<file path="src/rtl/asic_wram_arb.sv">
// asic_wram_arb
//   Word-RAM port arbiter downstream of the stamp rotation ASIC. Merges the
//   ASIC's held-level WRAM requests with sub-CPU word accesses onto a single
//   2M word-RAM port, returns registered read data to each requester and
//   produces the ownership flag the ASIC sees.
//
// Ports
//   clk_asic, rst           : single clock, synchronous active-high reset
//   wram_mode, wram_for_sub : WRAM mode (1 = 1M) and 2M ownership (1 = sub side)
//   wram_*_asic             : ASIC address/data/level strobes, registered read data
//   asic_wram_for_sub       : ownership flag as presented to the ASIC
//   sub_*                   : sub-CPU level request, byte strobes, read data, ack pulse
//   mem_*                   : word-RAM port (registered address/data/strobes)
//
// MEM_LAT (1..7): cycles from address/strobe drive until mem_do is valid.
module asic_wram_arb #(
    parameter int MEM_LAT = 2
) (
    input  logic        clk_asic,
    input  logic        rst,
    input  logic        wram_mode,
    input  logic        wram_for_sub,
    input  logic [16:0] wram_addr_asic,
    input  logic [15:0] wram_din_asic,
    input  logic        wram_we_asic,
    input  logic        wram_oe_asic,
    output logic [15:0] wram_dout_asic,
    output logic        asic_wram_for_sub,
    input  logic        sub_req,
    input  logic [16:0] sub_addr,
    input  logic [15:0] sub_di,
    input  logic        sub_we_lo,
    input  logic        sub_we_hi,
    output logic [15:0] sub_do,
    output logic        sub_ack,
    output logic [16:0] mem_addr,
    output logic [15:0] mem_di,
    input  logic [15:0] mem_do,
    output logic        mem_oe,
    output logic        mem_we_lo,
    output logic        mem_we_hi
);

    typedef enum logic [1:0] {IDLE, SUB_ACC, ASIC_ACC} state_t;
    typedef enum logic {OWN_ASIC, OWN_SUB} owner_t;

    localparam logic [2:0] LAT_LAST = 3'(MEM_LAT - 1);

    state_t     state;
    owner_t     last_owner;
    logic [2:0] lat_ctr;

    logic asic_ok, asic_rq, sub_pend, sub_go, lat_done;

    assign asic_ok  = wram_for_sub & ~wram_mode;
    assign asic_rq  = asic_ok & (wram_oe_asic | wram_we_asic);
    // A request seen alongside its own ack is the tail of the previous
    // access, not a new one.
    assign sub_pend = sub_req & ~sub_ack;
    // With both sides pending, the side that did not go last wins.
    assign sub_go   = sub_pend & (~asic_rq | (last_owner == OWN_ASIC));
    assign lat_done = (lat_ctr == LAT_LAST);

    always_ff @(posedge clk_asic) begin
        if (rst) begin
            state             <= IDLE;
            last_owner        <= OWN_ASIC;
            lat_ctr           <= 3'd0;
            wram_dout_asic    <= 16'h0000;
            sub_do            <= 16'h0000;
            sub_ack           <= 1'b0;
            mem_addr          <= 17'h00000;
            mem_di            <= 16'h0000;
            mem_oe            <= 1'b0;
            mem_we_lo         <= 1'b0;
            mem_we_hi         <= 1'b0;
            asic_wram_for_sub <= 1'b0;
        end else begin
            sub_ack           <= 1'b0;
            // ASIC sees the RAM as intercepted while the sub is pending or served.
            asic_wram_for_sub <= asic_ok & (state != SUB_ACC) & ~sub_pend;

            case (state)
                IDLE: begin
                    if (sub_go) begin
                        state     <= SUB_ACC;
                        lat_ctr   <= 3'd0;
                        mem_addr  <= sub_addr;
                        mem_di    <= sub_di;
                        mem_oe    <= ~(sub_we_lo | sub_we_hi);
                        mem_we_lo <= sub_we_lo;
                        mem_we_hi <= sub_we_hi;
                    end else if (asic_rq) begin
                        // Write wins over read when both levels are high.
                        state     <= ASIC_ACC;
                        lat_ctr   <= 3'd0;
                        mem_addr  <= wram_addr_asic;
                        mem_di    <= wram_din_asic;
                        mem_oe    <= ~wram_we_asic;
                        mem_we_lo <= wram_we_asic;
                        mem_we_hi <= wram_we_asic;
                    end
                end

                SUB_ACC: begin
                    lat_ctr <= lat_ctr + 3'd1;
                    if (lat_done) begin
                        if (mem_oe) sub_do <= mem_do;
                        sub_ack    <= 1'b1;
                        mem_oe     <= 1'b0;
                        mem_we_lo  <= 1'b0;
                        mem_we_hi  <= 1'b0;
                        last_owner <= OWN_SUB;
                        state      <= IDLE;
                    end
                end

                ASIC_ACC: begin
                    lat_ctr <= lat_ctr + 3'd1;
                    if (!asic_ok) begin
                        // Ownership pulled away: abandon without returning data.
                        mem_oe    <= 1'b0;
                        mem_we_lo <= 1'b0;
                        mem_we_hi <= 1'b0;
                        state     <= IDLE;
                    end else if (lat_done) begin
                        if (mem_oe) wram_dout_asic <= mem_do;
                        mem_oe     <= 1'b0;
                        mem_we_lo  <= 1'b0;
                        mem_we_hi  <= 1'b0;
                        last_owner <= OWN_ASIC;
                        state      <= IDLE;
                    end
                end

                default: begin
                    mem_oe    <= 1'b0;
                    mem_we_lo <= 1'b0;
                    mem_we_hi <= 1'b0;
                    state     <= IDLE;
                end
            endcase
        end
    end

endmodule

</file>
<file path="config.mk">
export PLATFORM = sky130hd
export DESIGN_NAME = asic_wram_arb
export DESIGN_NICKNAME = d
export VERILOG_FILES = /design/src/rtl/asic_wram_arb.sv
export SDC_FILE = /design/constraint.sdc
export NUM_CORES = 1
export LEC_CHECK = 0
export BUFFER_PORTS_ARGS = -buffer_cell sky130_fd_sc_hd__buf_2
export CORE_MARGIN = 5
export CORE_UTILIZATION = 46
export CTS_BUF_LIST = sky130_fd_sc_hd__clkbuf_16
export DETAILED_ROUTE_END_ITERATION = 6
export GPL_ROUTABILITY_DRIVEN = 0
export PLACE_DENSITY = 0.84
export SYNTH_ARGS = -nofsm -noshare
export SYNTH_HDL_FRONTEND = slang
export SYNTH_SLANG_ARGS = --single-unit
</file>
<file path="constraint.sdc">
create_clock -name clk_asic -period 2.1 [get_ports clk_asic]
set_clock_uncertainty 0.15 [all_clocks]
set_input_delay 0.42 -clock clk_asic [delete_from_list [all_inputs] [get_ports clk_asic]]
set_output_delay 0.42 -clock clk_asic [all_outputs]
set_load 0.02 [all_outputs]
</file>
==> out/metrics.cfg <==
[floorplanning]
ios = 161
die_w_um = 93.79
core_um2 = 6832
dieArea_um2 = 8796
die_h_um = 93.79
start_util = 0.4727
rows = 30

[clocking]
path_clk_slew_ns = 0.06
post_cts_resized = 0
numCtsBuffers = 9
post-cts-setup-buffers = 0
clock_path_buffers = 2
hold_buffers = 0
cts_tree = yes
htreeDepth = 3
cts_num_sinks = 76
cts-root-buf = clkbuf_16
clk_latency_ns = 0.33

[final_layout]
area_growth_pct = 36.23
diodes = 0
drive_gt1_frac = 0.3837
fillCellCount = 594
final_cell_mix = buf_2, dfxtp_1, nand2_1, a21oi_1, inv_1
nNetsFinal = 608
fin_util = 0.6440
layout_commonest_cell = buf_2

[placed_design]
hpwl_mm = 6.885
place.port_buffers = 160

[detailed_routing]
ant_nets = 0
wl_per_cell_um = 15.30
routed_wl_mm = 9.365
drcViolationCount = 0
firstDrtPassIters = 4
num_vias = 3168
via_per_inst = 5.176
dr.first_iter.drc_count = 112

[sta]
setup_viol = 0
fin_crit_ns = 1.803
finalHoldViolCount = 0
max_freq_mhz = 554.6
min_period_over_period = 0.8586
finalMaxSlewViolations = 0
hold_ws_ns = 0.1831
tns_ns = 0
relSlewSlack = 0.7273
rsz0062_at_grt = no
worstMarginPinSlew_ns = 0.4090

[synth]
ys_ff_latch = 76
synth_fp_nets = 453
syn_inst = 356
postSynth.asyncResetShare = 0
syn_area_per_cell_um2 = 9.071
synth_cell_types = 41
syn_area_um2 = 3229
synth_edf_count = 0
ys_seq_area_frac = 0.4711
dominantRegCellSynth = dfxtp_1
yosys_warnings = 0

[critical_path]
cp.required_ns = 2.17
cp_max_fo = 33
start_kind = flop
cp-end-kind = flop
crit_type = reg -> reg
worstPathArrival_ns = 1.87

[power_and_ir_drop]
p_per_area_nw_per_um2 = 900.9
vdd_drop_max_mv = 0.5525
p_leak_uw = 0.002131

[global_route]
antenna_found_initial = 0
grt_overflow = 0
grt_pass1_wl_mm = 14.43
grt_max_degree = 41
grt_pass1_vias = 3098
track_usage = 0.2060

[run_status]
outcome = completed

[worst_hold_path]
min_path_type = in -> reg

[job]
cap_violations = 0

==> worst paths after layout <==
path	startpoint	endpoint	slack, ns	depth (start not counted)
hold / removal	mem_do[8]	wram_dout_asic[8]	0.18	3
setup / recovery	state[0]	mem_di[5]	0.30	7
setup reg to reg	state[0]	mem_di[5]	0.30	7
hold reg to reg	sub_do[1]	sub_do[1]	0.30	2
==> layer usage <==
metal | GRT usage | part of all wire | vias to the layer above
met4 | 0.06017 | 0.010 | 0
met5 | 0 | 0 | -
li1 | - | - | 1547
met3 | 0.08413 | 0.11 | 10
met1 | 0.2364 | 0.40 | 1455
met2 | 0.3507 | 0.49 | 156
==> power breakdown <==
part	internal (µW)	total (µW)	switching [µW]
logic	275	654	379
registers	1540	1610	67.6
clock network	1060	1700	634
==> final cells by class <==
class | count | area, µm² | share of cell area
flip-flops and latches | 76 | 1521 | 0.3458
clock buffers | 9 | 225.2 | 0.05119
well taps | 96 | 120.1 | 0.02730
inverters | 37 | 138.9 | 0.03157
multi-input cells | 218 | 1406 | 0.3197
repair buffers | 169 | 880.8 | 0.2002
clock inverters | 7 | 106.4 | 0.02418
==> registers in the layout, indices dropped and copies added (netlist names) <==
signal             cells
mem_addr              17
mem_di                16
sub_do                16
wram_dout_asic        16
lat_ctr                3
state                  2
asic_wram_for_sub      1
last_owner             1
mem_oe                 1
mem_we_hi              1
mem_we_lo              1
sub_ack                1
==> metrics by stage <==
| stage | instance area (µm²) | setup WS (ns) | cells | total power (µW) |
|---|---|---|---|---|
| after CTS | 4399 | 0.2900 | 612 | 3996 |
| final | 4399 | 0.2970 | 612 | 3963 |
| after global routing | 4399 | 0.1872 | 612 | 4124 |
| after floorplan | 3229 | 0.3922 | 356 | 2063 |
| after detailed placement | 4068 | 0.1822 | 596 | 2296 |
| after global placement | 4068 | 0.2005 | 596 | 2272 |
==> kinds of logic after synthesis <==
| group | synth area share |
|---|---|
| AOI/OAI and AO/OA | 0.2836 |
| adders and majority gates | 0.02325 |
| buffers and inverters | 0.09337 |
| DFF | 0.4711 |
| and+or+nand+nor | 0.1286 |
==> Yosys cell counts (2+ instances only) <==
master / count / area share
a21oi_1: 67 / 0.10
a221o_1: 3 / 0.0093
and3_1: 2 / 0.0039
buf_2: 6 / 0.0093
buf_4: 4 / 0.0093
buf_6: 6 / 0.021
clkbuf_1: 8 / 0.0093
dfxtp_1: 76 / 0.47
ha_1: 6 / 0.023
inv_1: 37 / 0.043
nand2_1: 68 / 0.079
nand2b_1: 4 / 0.0077
nor2_1: 5 / 0.0058
nor2b_1: 4 / 0.0077
o21ai_0: 2 / 0.0031
o221a_1: 30 / 0.10
o221a_2: 3 / 0.010
o41ai_1: 2 / 0.0054
==> critical path, cell delays in order (launching register included) <==
cell      delay, ns
dfxtp_1        0.34
inv_1          0.09
ha_1           0.25
inv_1          0.12
a311oi_4       0.26
buf_12         0.23
a21oi_1        0.10
o221a_1        0.14
Power figures use the tool's default switching activity.
